`src/rtl/lcd_pkg.sv`:
```
// Shared types, HD44780 command bytes and helpers for the character LCD driver.
// Optional feature macro: LCD_AUTO_REFRESH_EN (used in lcd_display_driver).
package lcd_pkg;

    typedef enum logic [2:0] {
        S_PWRON,
        S_INIT,
        S_IDLE,
        S_SNAP,
        S_ADDR,
        S_CHAR,
        S_DONE
    } lcd_state_e;

    typedef enum logic [1:0] {
        WC_IDLE,
        WC_SETUP,
        WC_PULSE,
        WC_DELAY
    } wc_phase_e;

    localparam logic [7:0] LCD_FUNC_SET  = 8'h38;
    localparam logic [7:0] LCD_DISP_ON   = 8'h0C;
    localparam logic [7:0] LCD_ENTRY     = 8'h06;
    localparam logic [7:0] LCD_CLEAR     = 8'h01;
    localparam logic [7:0] LCD_SET_DDRAM = 8'h80;
    localparam logic [6:0] LCD_LINE2     = 7'h40;
    localparam logic [7:0] LCD_SPACE     = 8'h20;

    // Non-printable bytes would show as CGRAM glyphs or garbage; blank them.
    function automatic logic [7:0] lcd_filter(input logic [7:0] b);
        return ((b < 8'h20) || (b > 8'h7E)) ? LCD_SPACE : b;
    endfunction

    function automatic logic [7:0] lcd_init_cmd(input logic [1:0] idx);
        case (idx)
            2'd0:    return LCD_FUNC_SET;
            2'd1:    return LCD_DISP_ON;
            2'd2:    return LCD_ENTRY;
            default: return LCD_CLEAR;
        endcase
    endfunction

endpackage

```
`src/rtl/lcd_display_driver_write.sv`:
```
// One HD44780 bus write: setup cycle, enable pulse, then a post-write delay.
// Owns the registered LCD bus pins; done_o marks the final delay cycle.
module lcd_write_cycle
    import lcd_pkg::*;
#(
    parameter int unsigned EnablePulseCycles = 12,
    parameter int unsigned CmdDelayCycles    = 2500,
    parameter int unsigned ClearDelayCycles  = 100000
) (
    input  logic       clk,
    input  logic       rst_n,
    input  logic       start_i,
    input  logic [7:0] data_i,
    input  logic       rs_i,
    input  logic       long_delay_i,
    output logic       done_o,
    output logic [7:0] lcd_data_o,
    output logic       lcd_rs_o,
    output logic       lcd_en_o
);

    localparam int unsigned MaxDelay  = (CmdDelayCycles > ClearDelayCycles) ? CmdDelayCycles : ClearDelayCycles;
    localparam int unsigned MaxCycles = (EnablePulseCycles > MaxDelay) ? EnablePulseCycles : MaxDelay;
    localparam int unsigned CW        = $clog2(MaxCycles + 1);

    localparam logic [CW-1:0] EnLim  = CW'(EnablePulseCycles);
    localparam logic [CW-1:0] CmdLim = CW'(CmdDelayCycles);
    localparam logic [CW-1:0] ClrLim = CW'(ClearDelayCycles);

    wc_phase_e     phase_q;
    logic [CW-1:0] cnt_q;
    logic [CW-1:0] delay_lim;
    logic [7:0]    data_q;
    logic          rs_q;
    logic          en_q;
    logic          long_q;

    assign delay_lim  = long_q ? ClrLim : CmdLim;
    assign done_o     = (phase_q == WC_DELAY) && (cnt_q >= delay_lim);
    assign lcd_data_o = data_q;
    assign lcd_rs_o   = rs_q;
    assign lcd_en_o   = en_q;

    // Counters only advance while below their limit, so they never wrap.
    always_ff @(posedge clk) begin
        if (!rst_n) begin
            phase_q <= WC_IDLE;
            cnt_q   <= '0;
            data_q  <= '0;
            rs_q    <= 1'b0;
            en_q    <= 1'b0;
            long_q  <= 1'b0;
        end else begin
            unique case (phase_q)
                WC_IDLE: begin
                    if (start_i) begin
                        data_q  <= data_i;
                        rs_q    <= rs_i;
                        long_q  <= long_delay_i;
                        phase_q <= WC_SETUP;
                    end
                end
                WC_SETUP: begin
                    en_q    <= 1'b1;
                    cnt_q   <= CW'(1);
                    phase_q <= WC_PULSE;
                end
                WC_PULSE: begin
                    if (cnt_q >= EnLim) begin
                        en_q    <= 1'b0;
                        cnt_q   <= CW'(1);
                        phase_q <= WC_DELAY;
                    end else begin
                        cnt_q <= cnt_q + CW'(1);
                    end
                end
                WC_DELAY: begin
                    if (cnt_q >= delay_lim) begin
                        cnt_q   <= '0;
                        phase_q <= WC_IDLE;
                    end else begin
                        cnt_q <= cnt_q + CW'(1);
                    end
                end
                default: phase_q <= WC_IDLE;
            endcase
        end
    end

endmodule

```
`src/rtl/lcd_display_driver.sv`:
```
// HD44780 16x2 driver: power-on wait, init sequence, then one snapshot frame per request.
// Optional feature macro: LCD_AUTO_REFRESH_EN (start a frame when the buffer differs from the snapshot).
module lcd_display_driver
    import lcd_pkg::*;
#(
    parameter int unsigned DisplayBufferSize = 256,
    parameter int unsigned PowerOnCycles     = 750000,
    parameter int unsigned EnablePulseCycles = 12,
    parameter int unsigned CmdDelayCycles    = 2500,
    parameter int unsigned ClearDelayCycles  = 100000
) (
    input  logic                         clk,
    input  logic                         rst_n,
    input  logic [DisplayBufferSize-1:0] DisplayBuffer,
    input  logic                         Refresh,
    output logic [7:0]                   LcdData,
    output logic                         LcdRs,
    output logic                         LcdRw,
    output logic                         LcdEn,
    output logic                         Busy,
    output logic                         FrameDone
);

    localparam int unsigned   NumChars = DisplayBufferSize / 8;
    localparam int unsigned   PW       = $clog2(PowerOnCycles + 1);
    localparam logic [PW-1:0] PonLast  = PW'(PowerOnCycles - 1);
    localparam logic [4:0]    LastChar = 5'(NumChars - 1);

`ifdef LCD_AUTO_REFRESH_EN
    localparam logic [DisplayBufferSize-1:0] SnapReset = {NumChars{LCD_SPACE}};
`else
    localparam logic [DisplayBufferSize-1:0] SnapReset = '0;
`endif

    lcd_state_e                   state_q;
    logic [PW-1:0]                pwr_cnt_q;
    logic [1:0]                   step_q;
    logic [4:0]                   char_idx_q;
    logic                         issued_q;
    logic                         start_q;
    logic [7:0]                   wr_data_q;
    logic                         wr_rs_q;
    logic                         wr_long_q;
    logic                         pending_q;
    logic                         busy_q;
    logic                         frame_done_q;
    logic [DisplayBufferSize-1:0] snap_q;

    logic       wr_done;
    logic       auto_trig;
    logic [7:0] cur_char;
    logic [7:0] cmd_data;
    logic       cmd_rs;
    logic       cmd_long;

`ifdef LCD_AUTO_REFRESH_EN
    logic diff_q;

    always_ff @(posedge clk) begin
        if (!rst_n) begin
            diff_q <= 1'b0;
        end else begin
            diff_q <= (DisplayBuffer != snap_q);
        end
    end

    assign auto_trig = diff_q;
`else
    assign auto_trig = 1'b0;
`endif

    always_comb begin
        cur_char = LCD_SPACE;
        for (int unsigned k = 0; k < NumChars; k++) begin
            if (char_idx_q == 5'(k)) cur_char = snap_q[8*(NumChars-1-k) +: 8];
        end
    end

    always_comb begin
        cmd_data = LCD_SPACE;
        cmd_rs   = 1'b0;
        cmd_long = 1'b0;
        case (state_q)
            S_INIT: begin
                cmd_data = lcd_init_cmd(step_q);
                cmd_long = (step_q == 2'd3);
            end
            S_ADDR:  cmd_data = LCD_SET_DDRAM | (char_idx_q[4] ? {1'b0, LCD_LINE2} : 8'h00);
            S_CHAR: begin
                cmd_data = lcd_filter(cur_char);
                cmd_rs   = 1'b1;
            end
            default: ;
        endcase
    end

    always_ff @(posedge clk) begin
        if (!rst_n) begin
            state_q      <= S_PWRON;
            pwr_cnt_q    <= '0;
            step_q       <= '0;
            char_idx_q   <= '0;
            issued_q     <= 1'b0;
            start_q      <= 1'b0;
            wr_data_q    <= '0;
            wr_rs_q      <= 1'b0;
            wr_long_q    <= 1'b0;
            pending_q    <= 1'b0;
            busy_q       <= 1'b1;
            frame_done_q <= 1'b0;
            snap_q       <= SnapReset;
        end else begin
            start_q      <= 1'b0;
            frame_done_q <= 1'b0;
            // A request in S_SNAP merges into the snapshot taken on that same edge.
            if (Refresh && (state_q != S_IDLE) && (state_q != S_SNAP)) pending_q <= 1'b1;

            unique case (state_q)
                S_PWRON: begin
                    if (pwr_cnt_q >= PonLast) state_q <= S_INIT;
                    else                      pwr_cnt_q <= pwr_cnt_q + PW'(1);
                end
                S_INIT, S_ADDR, S_CHAR: begin
                    if (!issued_q) begin
                        issued_q  <= 1'b1;
                        start_q   <= 1'b1;
                        wr_data_q <= cmd_data;
                        wr_rs_q   <= cmd_rs;
                        wr_long_q <= cmd_long;
                    end else if (wr_done) begin
                        issued_q <= 1'b0;
                        if (state_q == S_INIT) begin
                            if (step_q == 2'd3) begin
                                state_q <= S_IDLE;
                                busy_q  <= 1'b0;
                            end else begin
                                step_q <= step_q + 2'd1;
                            end
                        end else if (state_q == S_ADDR) begin
                            state_q <= S_CHAR;
                        end else if (char_idx_q == LastChar) begin
                            state_q      <= S_DONE;
                            frame_done_q <= 1'b1;
                        end else begin
                            char_idx_q <= char_idx_q + 5'd1;
                            if (char_idx_q == 5'd15) state_q <= S_ADDR;
                        end
                    end
                end
                S_IDLE: begin
                    if (Refresh || pending_q || auto_trig) begin
                        state_q <= S_SNAP;
                        busy_q  <= 1'b1;
                    end
                end
                S_SNAP: begin
                    snap_q     <= DisplayBuffer;
                    pending_q  <= 1'b0;
                    char_idx_q <= '0;
                    state_q    <= S_ADDR;
                end
                S_DONE: begin
                    state_q <= S_IDLE;
                    busy_q  <= 1'b0;
                end
                default: state_q <= S_PWRON;
            endcase
        end
    end

    lcd_write_cycle #(
        .EnablePulseCycles (EnablePulseCycles),
        .CmdDelayCycles    (CmdDelayCycles),
        .ClearDelayCycles  (ClearDelayCycles)
    ) u_write (
        .clk          (clk),
        .rst_n        (rst_n),
        .start_i      (start_q),
        .data_i       (wr_data_q),
        .rs_i         (wr_rs_q),
        .long_delay_i (wr_long_q),
        .done_o       (wr_done),
        .lcd_data_o   (LcdData),
        .lcd_rs_o     (LcdRs),
        .lcd_en_o     (LcdEn)
    );

    assign LcdRw     = 1'b0;
    assign Busy      = busy_q;
    assign FrameDone = frame_done_q;

endmodule

```
`config.mk`:
```
export PLATFORM = sky130hd
export DESIGN_NAME = lcd_display_driver
export DESIGN_NICKNAME = d
export VERILOG_FILES = /design/src/rtl/lcd_pkg.sv /design/src/rtl/lcd_display_driver_write.sv /design/src/rtl/lcd_display_driver.sv
export SDC_FILE = /design/constraint.sdc
export NUM_CORES = 1
export LEC_CHECK = 0
export BUFFER_PORTS_ARGS = -buffer_cell sky130_fd_sc_hd__buf_4
export CAP_MARGIN = 30
export CORE_MARGIN = 2
export CORE_UTILIZATION = 47
export CTS_CLUSTER_DIAMETER = 120
export CTS_CLUSTER_SIZE = 20
export DETAILED_ROUTE_END_ITERATION = 8
export GPL_TIMING_DRIVEN = 0
export PLACE_DENSITY = 0.71
export SLEW_MARGIN = 10
export SYNTH_ARGS = -nofsm -noshare
export SYNTH_HDL_FRONTEND = slang
export SYNTH_SLANG_ARGS = --single-unit
```
`constraint.sdc`:
```
create_clock -name clk -period 11.2 [get_ports clk]
set_input_delay 1.12 -clock clk [delete_from_list [all_inputs] [get_ports clk]]
set_output_delay 1.12 -clock clk [all_outputs]
set_load 0.05 [all_outputs]
```
; Word level (Yosys, flattened, before mapping)
; Cells that the tools add are included.
[word_totals]
ff_bits = 331
inputBits = 259
out_inout_bits = 13
wordCells = 193
[op_classes]
n_addsub = 4
magnitude_cmp = 5
eq_ne = 59
mux = 74
n_bitwise = 6
reduce_logical = 26
[ops]
columns = op, count
row1 = $mux 8, 33
row2 = $eq 5x5->1 const B, 16
row3 = $mux 17, 3
row4 = $pmux 17 s3, 1
row5 = $eq 5x4->1 const B, 8
row6 = $mux 3, 9
row7 = $mux 5, 5
row8 = $pmux 8 s3, 1
row9 = $add 20x1->20 const B, 1
row10 = $eq 5x3->1 const B, 4
row11 = $ge 20x20->1 const B, 1
row12 = $ne 2x2->1 const B, 10
row13 = $pmux 6 s3, 1
row14 = $reduce_and 6->1, 3
row15 = $add 17x1->17 const B, 1
row16 = $ge 17x17->1, 1
row17 = $ge 17x4->1 const B, 1
row18 = $pmux 3 s5, 1
row19 = $mux 1, 12
row20 = $eq 5x2->1 const B, 2
row21 = $pmux 5 s2, 1
row22 = $reduce_and 2->1, 5
row23 = $eq 3x3->1 const B, 3
row24 = $eq 2x2->1 const B, 4
row25 = other kinds (30), 47

; Depth between registers and ports, before layout
[depth]
depth_word = 37
mapped_depth = 17
mapped_depth_nobuf = 12

; Hierarchy
; A second synthesis with hierarchy kept.
[hier_totals]
cells_unflattened = 2207
area_unflattened_um2 = 17340.4
[modules_own_cells]
columns = mod, instances, cells_per_inst, area_per_inst_um2, seq_area_each_um2
row1 = lcd_display_driver, 1, 2001, 15602.5, 6025.8
row2 = lcd_write_cycle, 1, 206, 1737.9, 600.6

; Least setup slack after synthesis
; OpenSTA, ideal clock, no wires.
[synth_path]
kind = register to register
start = register char_idx_q[0]
end = register wr_data_q[2]
setup_ns = 0.114
arrival_ns = 3.436
required_time_ns = 11.086
setup_slack_ns = 7.650
stages_incl_launch_ff = 18
path_buffers = 6
period_less_slack_ns = 3.550
path_cell_list = dfxtp_1 ha_1 buf_2 buf_2 buf_2 buf_2 and3_1 ha_1 clkbuf_1 clkbuf_1 o32ai_1 nor3_1 o211ai_1 a21oi_1 o2bb2ai_1 o211ai_1 or3_1 a21o_1
[synth_between]
elab_chain_len = 37
elab_cells_between_ends = 69
cone_classes = order compare: 2 / eq/ne: 31 / mux: 34 / reduce/logical: 2
[synth_lines]
columns = item, line
row1 = "start, declared", lcd_display_driver.sv:38  ; logic [4:0] char_idx_q;
row2 = "start signal, assigned", lcd_display_driver.sv:145  ; char_idx_q <= char_idx_q + 5'd1;
row3 = $logic_not 5->1, lcd_display_driver.sv:75  ; if (char_idx_q == 5'(k)) cur_char = snap_q[8*(NumChars-1-k) +: 8];
row4 = $mux 8 (31 in a row), lcd_display_driver.sv:75
row5 = $mux 8 *, lcd_display_driver.sv:75
row6 = $lt 8x6->1 / $gt 8x7->1 (equally long branches), lcd_pkg.sv:32  ; return ((b < 8'h20) || (b > 8'h7E)) ? LCD_SPACE : b;
row7 = $logic_or 1x1->1, lcd_pkg.sv:32
row8 = $mux 8 *, lcd_pkg.sv:32
row9 = $pmux 8 s3 *, lcd_display_driver.sv:83  ; case (state_q)
row10 = "end signal, assigned", lcd_display_driver.sv:127  ; wr_data_q <= cmd_data;
row11 = "end, declared", lcd_display_driver.sv:41  ; logic [7:0] wr_data_q;
; Every way passes the cells marked *; elsewhere a longest branch is shown, timed or not.
; A chain may end at the register's enable or synchronous reset.

; Worst setup path in the final report
[layout_path]
start = register char_idx_q[0]
end = register wr_data_q[4]
; Same word-level chain as after synthesis.

==> flow_metrics.py <==
metrics = {
    "status": {
        "status": "finished, final reports clean",
    },
    "synthesis": {
        "synth_common_cells": "nand2_1 (636), a21oi_1 (340), dfxtp_1 (331)",
        "synth_top_cell_by_area": "dfxtp_1",
        "synth_warnings": 0,
        "synthFlopType": "dfxtp_1",
        "synth.area.top_cells": "dfxtp_1 (40%), nand2_1 (15%), a21oi_1 (10%)",
        "synth_most_common_cell": "nand2_1",
        "synth.distinct_cells": 88,
        "synthAdderAreaFrac_pct": 2.13,
        "synth_async_sr_flop_share_pct": 0,
        "synth_area_per_cell_sq_um": 7.38,
        "ys_seq_area_share_pct": 40.3,
        "postSynthCellCount": 2229,
        "synth_seq_cells": 331,
        "syn_nets": 2516,
        "yosys.area_share.simple_pct": 27.8,
        "synthXorXnorAreaFrac_pct": 0.958,
        "synth-edff-count": 0,
        "synth_top_family_by_area": "simple AND/OR/NAND/NOR gates",
        "synth_compound_area_share_pct": 23.3,
        "synth_area_sq_mm": 0.0164,
        "synth_top_cell_area_share_pct": 40.3,
        "synthMuxAreaShare_pct": 0.373,
    },
    "sta": {
        "period_share_pct": 51.9,
        "max_slew_margin_pct": 26.9,
        "finalSetupViolCount": 0,
        "setup_tns_ns": 0,
        "rsz0062_at_grt": "false",
        "finalHoldWorstSlack_ns": 0.458,
        "worstMarginPinSlew_ns": 1.09,
        "finalMaxSlewViolations": 0,
        "fin_crit_ns": 5.81,
        "setup_slack_ns": 5.39,
        "fmax_mhz": 172,
        "finalHoldViolations": 0,
        "fin_skew_ns": 0.0344,
    },
    "clock_network": {
        "clk_pin_slew_ns": 0.09,
        "max-clock-path-buffers": 3,
        "cts_setup_buffers": 0,
        "cts_root_buf": "clkbuf_16",
        "cts_tree": "built",
        "cts_hold_buf": 0,
        "htree_levels": 1,
        "insertion_delay_ns": 0.56,
        "ctsResizeCount": 0,
        "cts_sinks": 331,
        "numCtsBuffers": 20,
    },
    "power_and_ir_drop": {
        "power.switching_uw": 527,
        "power_frac_comb_pct": 9.4,
        "power.internal_uw": 1620,
        "p_per_area_mw_per_mm2": 110,
        "power_frac_clock_pct": 34.6,
        "p_leak_uw": 0.00711,
        "seqPwrFrac_pct": 55.9,
        "ir_drop_uv": 110,
        "switching_share_pct": 24.6,
    },
    "routing": {
        "avgViaCountPerCell": 6.04,
        "ant_nets": 0,
        "vias": 18000,
        "drt-wirelength-per-cell_um": 22.7,
        "drcViolationCount": 0,
        "wirelength_um": 67700,
        "dr.pass1.iters": 8,
        "drtIter0Drc": 2102,
    },
    "setup_path": {
        "crit_top_cell": "buf_2",
        "path_max_fanout": 10,
        "cp.arrival_ns": 6.19,
        "cp_cell_sequence": "ha_1 -> buf_2 -> buf_2 -> buf_2 -> buf_2 -> and3_1 -> ha_1 -> clkbuf_1 -> clkbuf_1 -> o32ai_1 -> nor3_1 -> o211ai_1 -> a21oi_1 -> o2bb2ai_1 -> o211ai_1 -> o311ai_0 -> a31oi_1",
        "worstPathRequired_ns": 11.58,
        "reg2reg_to": "wr_data_q[4]$_SDFFE_PN0P_",
        "cpMaxStageDelayCell": "o311ai_0",
        "critPathLaunchType": "flip-flop",
        "crit_path_end_kind": "flip-flop",
        "worstRegToRegCells": 17,
        "reg2reg_slack_ns": 5.39,
        "timing.rr.start": "char_idx_q[0]$_SDFFE_PN0P_",
        "slowest_delay_ns": 0.61,
        "worstSetupPathType": "flip-flop to flip-flop",
    },
    "floorplan": {
        "rows": 68,
        "initial_utilization_pct": 47.6,
        "io_pins": 272,
        "dieArea_sq_mm": 0.0365,
        "core-area_sq_mm": 0.0345,
        "dieHeight_um": 191,
        "die_w_um": 191,
    },
    "grt": {
        "grt_pass1_vias": 16800,
        "overflow": 0,
        "use_met2_pct": 57.3,
        "busiest_layer": "met2",
        "antenna_found_initial": 1,
        "grt_usage_pct": 36.0,
        "met3_usage_pct": 6.04,
        "met1_usage_pct": 49.7,
        "grt_pass1_wl_um": 99600,
        "grt_max_degree": 21,
    },
    "finish": {
        "nets": 2808,
        "final_layout_size_suffix_gt1_share_pct": 14.4,
        "area_growth_pct": 19.1,
        "num-fill-cells": 3317,
    },
    "placement": {
        "gp_congestion": 1.01,
        "dp_hpwl_um": 52500,
        "portBuffers": 270,
        "place_ws_ns": 5.80,
    },
    "worst_hold_path": {
        "min_to": "wr_long_q$_SDFFE_PN0P_",
        "hold_class": "flip-flop to flip-flop",
        "hold_depth": 2,
        "min_from": "wr_long_q$_SDFFE_PN0P_",
    },
    "run": {
        "maxCapViolCount": 0,
    },
}
-- how the worst max path moves through the flow --
stage | start | to | depth (start not counted)
2_1_floorplan | char_idx_q[0]$_SDFFE_PN0P_ | wr_data_q[2]$_SDFFE_PN0P_ | 17
3_3_place_gp | char_idx_q[0]$_SDFFE_PN0P_ | wr_data_q[4]$_SDFFE_PN0P_ | 17
3_5_place_dp | char_idx_q[0]$_SDFFE_PN0P_ | wr_data_q[4]$_SDFFE_PN0P_ | 17
4_1_cts | char_idx_q[0]$_SDFFE_PN0P_ | wr_data_q[4]$_SDFFE_PN0P_ | 17
5_1_grt | char_idx_q[0]$_SDFFE_PN0P_ | wr_data_q[4]$_SDFFE_PN0P_ | 15
6_report | char_idx_q[0]$_SDFFE_PN0P_ | wr_data_q[4]$_SDFFE_PN0P_ | 17
-- worst max-delay path, delay by kind of cell (launching register included) --
family | cells | cell delay [ns]
buffers and inverters | 6 | 2.30
AOI/OAI and AO/OA | 7 | 1.79
and+or+nand+nor | 2 | 0.55
adders and majority gates | 2 | 0.53
DFF | 1 | 0.44
-- stage by stage --
step | cell area, sq um | std cells | utilization (%) | power (uW)
2_1_floorplan | 16400 | 2229 | - | 1320
3_3_place_gp | 19000 | 2954 | 55.1 | 1420
3_5_place_dp | 19000 | 2954 | 55.1 | 1430
4_1_cts | 19600 | 2976 | 56.7 | 2150
5_1_grt | 19600 | 2976 | 56.7 | 2220
6_report | 19600 | 2977 | 56.7 | 2140
-- layer usage --
| layer | part of all wire [%] | vias up |
|---|---|---|
| met5 | 0 | - |
| met4 | 3.4 | 0 |
| met3 | 9.1 | 151 |
| met2 | 44 | 944 |
| met1 | 43 | 8524 |
| li1 | - | 8373 |
-- cell families (layout without fill, tap and decap cells) --
family | count (synthesis) | in the layout
AOI/OAI and AO/OA | 635 | 635
xor gates and xnor gates | 18 | 18
adders and majority gates | 28 | 28
buffers and inverters | 207 | 499
DFF | 331 | 331
muxes | 6 | 6
other | 1 | 2
and+or+nand+nor | 1003 | 1003
-- sequential cells by signal, indices dropped and copies added (netlist names), 2 cells and up --
register,count
snap_q,256
pwr_cnt_q,20
u_write.cnt_q,17
u_write.lcd_data_o,8
wr_data_q,8
char_idx_q,5
state_q,3
step_q,2
u_write.phase_q,2
-- power by group through the flow --
stage / clock [uW] / sequential (uW) / combinational [uW]
finish: 743 / 1200 / 202
detailed placement: 0 / 1230 / 200
floorplan: 0 / 1230 / 88.7
CTS: 753 / 1200 / 201
global route: 793 / 1200 / 221
global placement: 0 / 1230 / 196
-- layout make-up --
class	instances	area (sq um)	area share (%)
Tap cell	455	569	2.91
Inverter	34	128	0.652
Sequential cell	331	6630	33.8
Antenna cell	1	2.50	0.0128
Clock buffer	21	526	2.68
Timing Repair Buffer	270	2030	10.3
Clock inverter	1	11.3	0.0575
Multi-Input combinational cell	1691	8970	45.8
Buffer	173	729	3.72
-- layout by cell type (no fill, tap or decap), types with 9 or more instances in the layout --
cell type	count
nand2_1	636
a21oi_1	340
dfxtp_1	331
buf_4	278
clkbuf_1	126
nor2_1	92
o21ai_0	86
nand3_1	49
inv_1	34
nor3_1	31
buf_2	28
ha_1	28
and3_1	25
nand4_1	22
clkbuf_16	21
a211oi_1	18
nor2b_1	18
o22ai_1	17
a221oi_1	17
o211ai_1	16
a31oi_1	15
nand2b_1	14
o221ai_1	13
nor4_1	12
and2_1	12
or3_1	12
xnor2_1	10
nor3b_1	10
buf_1	9
o21a_1	9
and4b_1	9
nand3b_1	9
No activity file was read; power rests on OpenSTA's default activity.
